## src/rtl/pll_clk_ctrl.sv

```systemverilog
// PRR power-reduction register, timer clock-enable generator, oscillator divider and
// lock-qualified power-on reset. Optional macro: SIM_FAST_WATCHDOG_EN (short 128 kHz period).
module pll_clk_ctrl #(
  parameter int          CLOCK_SELECT    = 0,
  parameter logic [7:0]  PRR_ADDR        = 8'h64,
  parameter int          PRADC_BIT       = 0,
  parameter int          PRUSART0_BIT    = 1,
  parameter int          PRSPI_BIT       = 2,
  parameter int          PRTIM1_BIT      = 3,
  parameter int          PRINTOSC_BIT    = 4,
  parameter int          PRTIM0_BIT      = 5,
  parameter int          PRTIM2_BIT      = 6,
  parameter int          PRTWI_BIT       = 7,
  parameter int          FAST_WDT_PERIOD = 10
) (
  input  logic       Clock,
  input  logic       core_rstn,
  input  logic       pll_locked,
  input  logic [5:0] adr,
  input  logic       iore,
  input  logic       iowe,
  input  logic [7:0] ramadr,
  input  logic       ramre,
  input  logic       ramwe,
  input  logic       dm_sel,
  input  logic [7:0] dbus_in,
  output logic [7:0] dbus_out,
  output logic       io_out_en,
  input  logic       osc_tick,
  output logic       intosc_en,
  output logic       intosc_div1024,
  output logic       en16mhz,
  output logic       en1mhz,
  output logic       en128khz,
  output logic       pwr_on_nrst
);

  localparam int W = CLOCK_SELECT + 4;
  localparam bit DM_BUS = (PRR_ADDR >= 8'h60);
  localparam logic [7:0] PRR_BITS = 8'((1 << PRADC_BIT) | (1 << PRUSART0_BIT) |
    (1 << PRSPI_BIT) | (1 << PRTIM1_BIT) | (1 << PRINTOSC_BIT) | (1 << PRTIM0_BIT) |
    (1 << PRTIM2_BIT) | (1 << PRTWI_BIT));

`ifdef SIM_FAST_WATCHDOG_EN
  localparam logic [6:0] WDT_RELOAD = 7'(FAST_WDT_PERIOD - 1);
`ifndef SYNTHESIS
  initial $display("pll_clk_ctrl: fast watchdog enabled, 128 kHz period %0d", FAST_WDT_PERIOD);
`endif
`else
  localparam logic [6:0] WDT_RELOAD = 7'd124;
  localparam int unused_fast_wdt = FAST_WDT_PERIOD;
`endif

  logic          prr_sel, prr_we, prr_re;
  logic          printosc;
  logic [7:0]    prr_val;
  logic [9:0]    osc_cnt;
  logic [W-1:0]  cnt1m;
  logic [6:0]    cnt128k;
  logic          por_q1, por_q2;
  logic          unused_dbus;

  assign unused_dbus = ^dbus_in;

  // Read/write strobes are single-cycle: a read strobe returns data and io_out_en
  // in the same cycle, a write strobe updates PRR on the following edge.
  always_comb begin
    prr_sel = 1'b0;
    prr_we  = 1'b0;
    prr_re  = 1'b0;
    if (DM_BUS) begin
      prr_sel = dm_sel && (ramadr == PRR_ADDR);
      prr_we  = prr_sel && ramwe;
      prr_re  = prr_sel && ramre;
    end else begin
      prr_sel = (adr == PRR_ADDR[5:0]);
      prr_we  = prr_sel && iowe;
      prr_re  = prr_sel && iore;
    end
  end

  // Only PRINTOSC is stored; every other PRR bit reads as zero.
  always_comb begin
    prr_val = '0;
    prr_val[PRINTOSC_BIT] = printosc;
  end

  assign dbus_out  = prr_sel ? (prr_val & PRR_BITS) : 8'h00;
  assign io_out_en = prr_re;
  assign intosc_en = !printosc;
  assign intosc_div1024 = osc_cnt[9];
  assign pwr_on_nrst = por_q2;

  always_ff @(posedge Clock or negedge core_rstn) begin
    if (!core_rstn) begin
      printosc <= 1'b0;
      osc_cnt  <= '0;
    end else begin
      if (prr_we) printosc <= dbus_in[PRINTOSC_BIT];
      if (osc_tick && intosc_en) osc_cnt <= osc_cnt + 10'd1;
    end
  end

  always_ff @(posedge Clock or negedge core_rstn) begin
    if (!core_rstn) begin
      cnt1m  <= '0;
      en1mhz <= 1'b0;
    end else if (cnt1m == '0) begin
      cnt1m  <= '1;
      en1mhz <= 1'b1;
    end else begin
      cnt1m  <= cnt1m - 1'b1;
      en1mhz <= 1'b0;
    end
  end

  generate
    if (W < 5) begin : g_en16_const
      assign en16mhz = 1'b1;
    end else begin : g_en16_reg
      logic en16_q;
      always_ff @(posedge Clock or negedge core_rstn) begin
        if (!core_rstn) en16_q <= 1'b0;
        else            en16_q <= ~|cnt1m[W-5:0];
      end
      assign en16mhz = en16_q;
    end
  endgenerate

  always_ff @(posedge Clock or negedge core_rstn) begin
    if (!core_rstn) begin
      cnt128k  <= '0;
      en128khz <= 1'b0;
    end else if (!en16mhz) begin
      en128khz <= 1'b0;
    end else if (cnt128k == '0) begin
      cnt128k  <= WDT_RELOAD;
      en128khz <= 1'b1;
    end else begin
      cnt128k  <= cnt128k - 7'd1;
      en128khz <= 1'b0;
    end
  end

  // Losing lock drops the power-on reset on the very next edge.
  always_ff @(posedge Clock or negedge core_rstn) begin
    if (!core_rstn) begin
      por_q1 <= 1'b0;
      por_q2 <= 1'b0;
    end else if (!pll_locked) begin
      por_q1 <= 1'b0;
      por_q2 <= 1'b0;
    end else begin
      por_q1 <= 1'b1;
      por_q2 <= por_q1;
    end
  end

endmodule

```

## config.mk

```make
export PLATFORM = sky130hd
export DESIGN_NAME = pll_clk_ctrl
export DESIGN_NICKNAME = d
export VERILOG_FILES = /design/src/rtl/pll_clk_ctrl.sv
export SDC_FILE = /design/constraint.sdc
export NUM_CORES = 1
export LEC_CHECK = 0
export CAP_MARGIN = 10
export CORE_MARGIN = 2
export CORE_UTILIZATION = 43
export CTS_CLUSTER_SIZE = 8
export DETAILED_ROUTE_END_ITERATION = 10
export GPL_TIMING_DRIVEN = 0
export PLACE_DENSITY = 0.83
export SYNTH_ARGS = -nofsm -noshare
export SYNTH_HDL_FRONTEND = slang
export SYNTH_SLANG_ARGS = --single-unit
```

## constraint.sdc

```tcl
create_clock -name Clock -period 1.8 [get_ports Clock]
set_input_delay 0.18 -clock Clock [delete_from_list [all_inputs] [get_ports Clock]]
set_output_delay 0.18 -clock Clock [all_outputs]
set_load 0.03 [all_outputs]
```

After elaboration in Yosys (flattened, before gate mapping). Cells that the tools add are included. W data, S select, Z words.

Bits of input ports: 31. Word-level logic and storage cells: 26. Bits in registers: 26. Output and inout port bits: 15.

$add $sub $neg: 3. Equal/unequal tests: 1. Mux-type cells: 7. Reduce and logical (&&, ||, !) cells: 7.

Operators by type and width (number): $add A10 B1 Y10 const B (1); $eq A8 B7 Y1 const B (1); $logic_not A7 Y1 (1); $mux W7 (1); $sub A7 B1 Y7 const B (1); $mux W5 (1); $logic_and A1 B1 Y1 (4); $logic_not A4 Y1 (1); $mux W1 (4); $mux W4 (1); $sub A4 B1 Y4 const B (1); $logic_not A1 Y1 (1).

Depth between registers and ports, before layout.
Depth in word-level cells: 3. Gate-level depth with buffers: 6. Depth with buffers taken out: 6.

Worst setup path after synthesis. OpenSTA, ideal clock, no wires.

Path type: reg-to-reg. Start: reg cnt128k[2]. End: reg cnt128k[0]. Library setup time: 0.119 ns. Buffers on the path: 0. Slack: 0.397 ns. Data arrival time: 1.284 ns. Required time: 1.681 ns. Stages on the path, launching flop included: 5. Clock period less this slack: 1.403 ns. Path through: dfrtp_1 -> or3_4 -> or3_4 -> inv_2 -> nor2_1.

Word-level cells in the longest chain between the ends: 2.

Ends and longest elaborated chain: start: declaration (RTL line 59) `logic [6:0] cnt128k;`; start signal: assignment (RTL line 140) `cnt128k <= cnt128k - 7'd1;`; $logic_not A7 Y1 (RTL line 136) `end else if (cnt128k == '0) begin`; $mux W7 (RTL line 136).

Every way passes these cells. A chain may end at the register's enable or synchronous reset.

Final worst setup path.
Start: in ramadr[5]. End: out io_out_en.

Word-level cells in the longest chain between the ends: 3.

Ends and longest elaborated chain: start: declaration (RTL line 22) `input logic [7:0] ramadr,`; $eq A8 B7 Y1 (RTL line 72) `prr_sel = dm_sel && (ramadr == PRR_ADDR);`; $logic_and A1 B1 Y1 (RTL line 72); $logic_and A1 B1 Y1 (RTL line 74) `prr_re = prr_sel && ramre;`; end: declaration (RTL line 28) `output logic io_out_en,`.

Every way passes these cells.

==> results.ini <==
[outcome]
status=complete, no violations

[routing]
detail-route-antenna-nets=0
wirelength_um=2010
route.detailed.drc=0
vias_per_cell=4.78
vias=822
first_pass_iters=4
drt-initial-drc-count=14
routedWlPerCell_um=11.7

[sta]
worst_pin_slew_ns=0.520
timing_hold_violations_final=0
fmax_ghz=0.588
fin_crit_ns=1.70
rsz0062_at_grt=no
skew_ns=0.00860
relSlewSlack=0.652
slew_viol_final=0
setup_viol=0
setup_tns_ns=0
post-route-period-util=0.946

[clocking]
root_buffer=clkbuf_4
numCtsBuffers=3
clock_path_buffers=2
clkLatencyLatePin_ns=0.32
cts_tree=built
path_clk_slew_ns=0.14
cts_hold_buf=0
cts.sinks=26
cts_setup_buffers=0
cts_max_level=1

[placement]
place.gp.congestion=0.714
dpl-instance-area_um2=1500
hpwlAfterDp_um=1510
io_buffers=22

[worst_setup_path]
required_ns=1.62
r2r-end=cnt128k[0]
crit_path_end=io_out_en
endpoint_kind=output pin
crit_path_top_delay_cell=clkdlybuf4s50_1
startpoint_type=input pin
max_stage_delay_ns=0.46
r2r_cells=4
rrSetupSlack_ns=0.31
worstSetupPathType=in -> out
crit_chain=clkdlybuf4s50_1, nor4bb_2, and3_1, and2_1, clkdlybuf4s15_2
cp_data_arrival_time_ns=1.52
cp-startpoint=ramadr[5]
r2r_start=cnt128k[2]
cp_max_fo=2

[finish]
area_growth_pct=28.9
ff_latch_area_um2=651
multi_input_area_um2=503
stdcell_area_um2=1570
final_nets=177
num_antenna_cells=0
fillers=242
drive_above_1_share=0.156

[global_route]
grtUsageTotal=0.136
first_global_vias=831
grt_max_degree=27
antenna_found_initial=0
grt_pass1_wl_um=3410
grt_overflow_total=0

[floorplan]
dieArea_um2=3270
dieWidth_um=57.2
die_height_um=57.2
io_pins=46
core-area_um2=2710
rows=19
start_util=0.448

[synth]
ys.flop_type=dfrtp_1
ys_warn_count=0
yosys.area.top_type_share=0.536
synthCells=108
yosysSeqAreaShare=0.536
netlist_area_um2=1210
synthArstFlopShare=1.00
synth-edff-count=0
synth_area_leader_cell=dfrtp_1
synth-seq-cells=26
synth_cell_types=29
syn_avg_cell_area_um2=11.2
netlist_top_cells_area=dfrtp_1, xnor2_1, buf_4, ha_1, xor2_1

[flow_run]
maxCapViolCount=0

[worst_hold_path]
hold_path_class=in -> async

[power_and_ir_drop]
p_leak_nw=0.718
vdd_drop_max_mv=1.10
powerDensity_nw_per_um2=882

[registers in the layout, summed over array words and instances (netlist names)]
signal	cells
en1mhz	1
printosc	1
en128khz	1
osc_cnt	10
cnt1m	4
cnt128k	7
por_q1	1
pwr_on_nrst	1
[kinds of logic after synthesis]
kind of cell,count (synthesis),synth area share
XOR/XNOR,13,0.0937
adder cells (fa/ha/maj),4,0.0412
AND/OR/NAND/NOR,38,0.186
other,2,0.00618
multiplexers,2,0.0185
flip-flops,26,0.536
AO/OA/AOI/OAI,7,0.0443
buffers and inverters,16,0.0741
[cell usage in the layout (no fill, tap or decap), drive strengths merged]
cell type      count
a21boi             1
a21oi              1
and2               4
and3               2
and4               2
buf               10
bufinv             1
clkbuf             4
clkdlybuf4s15      1
clkdlybuf4s50     20
conb               8
dfrtp             26
ha                 4
inv                7
mux2               2
nand2              6
nand2b             2
nand3              3
nand4              3
nand4b             1
nor2               4
nor2b              1
nor3               5
nor3b              2
nor4bb             1
o31ai              4
o32a               1
or3                2
xnor2              8
xor2               5
[through the flow]
| step | total power [mW] | std cells | hold WS, ns | setup slack [ns] | utilization |
|---|---|---|---|---|---|
| floorplan | 0.902 | 114 | -0.116 | 0.397 | - |
| global placement | 0.972 | 167 | 0.439 | -0.284 | 0.552 |
| detailed placement | 0.992 | 167 | 0.438 | -0.338 | 0.552 |
| CTS | 1.40 | 171 | 0.294 | 0.0401 | 0.572 |
| global route | 1.46 | 172 | 0.199 | 0.0180 | 0.578 |
| finish | 1.38 | 172 | 0.179 | 0.0980 | 0.578 |
[worst max-delay path, delay by kind of cell]
family	cells	cell delay (ns)
buf+inv	2	0.75
simple gates	3	0.60
[cell type report]
class / count / share of cell area
Clock inverter: 1 / 0.0192
Tap cell: 31 / 0.0248
Sequential cell: 26 / 0.415
Inverter: 7 / 0.0168
Clock buffer: 3 / 0.0144
Timing Repair Buffer: 23 / 0.148
Multi-Input combinational cell: 72 / 0.321
Buffer: 9 / 0.0407
[where the power goes]
| part | total (mW) | internal, mW | leakage [nW] | switching, mW |
|---|---|---|---|---|
| registers | 0.754 | 0.662 | 0.309 | 0.0914 |
| clock network | 0.396 | 0.225 | 0.0279 | 0.170 |
| logic | 0.233 | 0.129 | 0.381 | 0.104 |
[metal layers]
layer  global-route usage  up-vias  routed length [um]
li1                     -      416                   -
met1                0.145      377                 759
met2                0.248       29                1090
met3               0.0522        0                 158
met4               0.0365        0                   0
met5                    0        -                   0
[cell usage after synthesis (all sizes together), types with 3 or more instances]
cell and count:
nand4 3, and2 4, buf 8, nand3 3, nand2 6, ha 4
nor2 4, dfrtp 26, o31ai 4, inv 7, xor2 5, xnor2 8
nor3 5
[how the worst min path moves through the flow]
stage | start | endpoint | slack, ns | cells after the start
6_report | core_rstn | cnt128k[6] | 0.18 | 1
5_1_grt | core_rstn | cnt128k[6] | 0.20 | 1
4_1_cts | pll_locked | por_q1 | 0.29 | 1
3_5_place_dp | por_q1 | pwr_on_nrst | 0.44 | 1
3_3_place_gp | por_q1 | pwr_on_nrst | 0.44 | 1
2_1_floorplan | core_rstn | cnt128k[0] | -0.12 | 0
[timing repair]
item / 4_1_cts / 5_1_grt
endpoints found under the setup margin: 2 / 2
resized for setup: 6 / 3
gates cloned: 0 / 0
Note: power is estimated with default switching activity, not from simulation.
==> variant (config.mk and constraints unchanged) <==
Make the reset (`core_rstn`) synchronous in 5 clocked blocks.
--- a/src/rtl/pll_clk_ctrl.sv
+++ b/src/rtl/pll_clk_ctrl.sv
@@ -91,7 +91,7 @@
   assign intosc_div1024 = osc_cnt[9];
   assign pwr_on_nrst = por_q2;
 
-  always_ff @(posedge Clock or negedge core_rstn) begin
+  always_ff @(posedge Clock) begin
     if (!core_rstn) begin
       printosc <= 1'b0;
       osc_cnt  <= '0;
@@ -101,7 +101,7 @@
     end
   end
 
-  always_ff @(posedge Clock or negedge core_rstn) begin
+  always_ff @(posedge Clock) begin
     if (!core_rstn) begin
       cnt1m  <= '0;
       en1mhz <= 1'b0;
@@ -119,7 +119,7 @@
       assign en16mhz = 1'b1;
     end else begin : g_en16_reg
       logic en16_q;
-      always_ff @(posedge Clock or negedge core_rstn) begin
+      always_ff @(posedge Clock) begin
         if (!core_rstn) en16_q <= 1'b0;
         else            en16_q <= ~|cnt1m[W-5:0];
       end
@@ -127,7 +127,7 @@
     end
   endgenerate
 
-  always_ff @(posedge Clock or negedge core_rstn) begin
+  always_ff @(posedge Clock) begin
     if (!core_rstn) begin
       cnt128k  <= '0;
       en128khz <= 1'b0;
@@ -143,7 +143,7 @@
   end
 
   // Losing lock drops the power-on reset on the very next edge.
-  always_ff @(posedge Clock or negedge core_rstn) begin
+  always_ff @(posedge Clock) begin
     if (!core_rstn) begin
       por_q1 <= 1'b0;
       por_q2 <= 1'b0;
Behaviour: differs if core_rstn is asserted again (counterexample within 4 cycles, from zero or initial values and one cycle with core_rstn low); with core_rstn held inactive, the same outputs for 10 cycles.
==> variant against the original RTL <==
Non-clock buffer count stayed put; wire length increased by 28%; count of clock-buffer cells in the layout is 1 higher; synthesized cell count increased by 23%; synthesized area is 0.93% higher; sequential cell count did not move; design area fell by 1.8%; setup slack better by 0.025 ns; highest routed layer is now met4; core utilization is 1.5 points lower; largest cell class is now multi-input combinational cells; clock skew is 0.0074 ns lower.
Power is not compared: it rests on default switching activity, and its combinational part moved more than twofold at a synthesized area within 25%.
==> variant: results (changes against the original RTL) <==
.. list-table::
   :header-rows: 1

   * - Metric
     - Value
   * - Result of the run
     - completed
   * - Count of buffers from port buffering
     - 21 (-4.5%)
   * - Setup skew after layout
     - 0.00119 ns (-0.00742 ns)
   * - Post-synthesis share of cell area spent on full adders, half adders and majority gates
     - 4.08% (-0.038 points)
   * - HP Class
     - input pin to flip-flop
   * - Pre-CTS setup slack
     - -0.394 ns (-0.0552 ns)
   * - Filler cell count in the final layout
     - 247 (+2.1%)
   * - Setup slack of the worst register-to-register path
     - 0.37 ns (+0.06 ns)
   * - Share of cell area taken by muxes after synthesis
     - 3.27% (+1.4 points)
   * - Routed wirelength normalized by instance count
     - 13.2 µm (+13%)
   * - Reg2reg path depth
     - 5 (+1)
   * - Number of global-route vias before repair
     - 987 (+19%)
   * - Total track usage
     - 15.9% (+2.4 points)
   * - R2r startpoint
     - cnt128k[0]
   * - Ratio of cells with drive above 1 in the final layout
     - 13.4% (-2.2 points)
   * - Largest cells by area after synthesis
     - dfxtp_1, buf_4, ha_1
   * - Routed Wire Length
     - 2.57 mm (+28%)
   * - Synth Area in Compound Gates
     - 11.3% (+6.9 points)
   * - Global-route wire length before repair
     - 4.16 mm (+22%)
   * - R2R Path End
     - cnt128k[6]
   * - Source of the critical timing path
     - ramadr[4]
   * - Arrival time of data at the critical path endpoint
     - 1.50 ns (-0.02 ns)
   * - Final HPWL DP
     - 1.93 mm (+28%)
   * - Count of instances resized after the clock tree is built
     - 7 (+1)
   * - Post-Syn Instances
     - 133 (+23%)
   * - 1st-iter DRT viols
     - 32 (+18)
   * - Distinct cell type count after synthesis
     - 39 (+34%)
   * - RePlAce Congestion
     - 0.750 (+5.1%)
   * - Sequential cell area fraction in the yosys report
     - 42.4% (-11 points)
   * - Placed insts
     - 191 (+14%)
   * - Area of placed instances
     - 1500 µm² (about the same)
   * - Post-Synth XOR/XNOR Area
     - 4.29% (-5.1 points)
   * - Relative slew margins
     - 65.7% (+0.41 points)
   * - Maximum number of pins on one net before global-route repair
     - 15 (-44%)
   * - Via-to-Cell Ratio
     - 5.15 (+7.7%)
   * - Proportion of register bits with asynchronous set or reset after synthesis
     - 0% (-100 points)
   * - Final net count
     - 200 (+13%)
   * - Post-synth top flop
     - dfxtp_1
[variant: cells by family after synthesis]
kind of cell    after synthesis
xor+xnor                      6
mux                           4
flops                        26
fa+ha+maj                     4
other cells                   2
compound gates               21
buf+inv                      21
simple gates                 49
[variant: layer usage]
metal	global-route usage, %	part of all wire, %
met1	18.4	41
met4	8.97	2.7
met3	0.907	3.2
met5	0	0
met2	28.9	53
[variant: worst min path at each step]
stage               start         end  slack (ns)  cells past startpoint
2_1_floorplan  pll_locked      por_q1        0.31                      1
3_3_place_gp     cnt1m[3]      en1mhz        0.44                      1
3_5_place_dp     cnt1m[3]      en1mhz        0.45                      1
4_1_cts         core_rstn  osc_cnt[7]        0.19                      3
5_1_grt         core_rstn      en1mhz        0.19                      3
6_report        core_rstn  osc_cnt[7]        0.19                      3
[variant: cell type report]
cell class,instances,area share [%]
Inverter,10,2.44
Timing Repair Buffer,21,13.0
Buffer,11,4.72
Sequential cell,26,33.8
Clock buffer,4,2.36
Tap cell,31,2.52
Multi-Input combinational cell,92,41.1
[variant: worst max-delay path: cells and delay by family]
family	cells	cell delay (ns)
and+or+nand+nor	3	0.67
buffers and inverters	2	0.65
[variant: report_power, final]
part	leakage, nW	switching, mW	internal (mW)
Combinational	0.406	0.340	0.315
Sequential	0.214	0.120	0.707
Clock	0.0210	0.171	0.124
Total	0.640	0.631	1.15
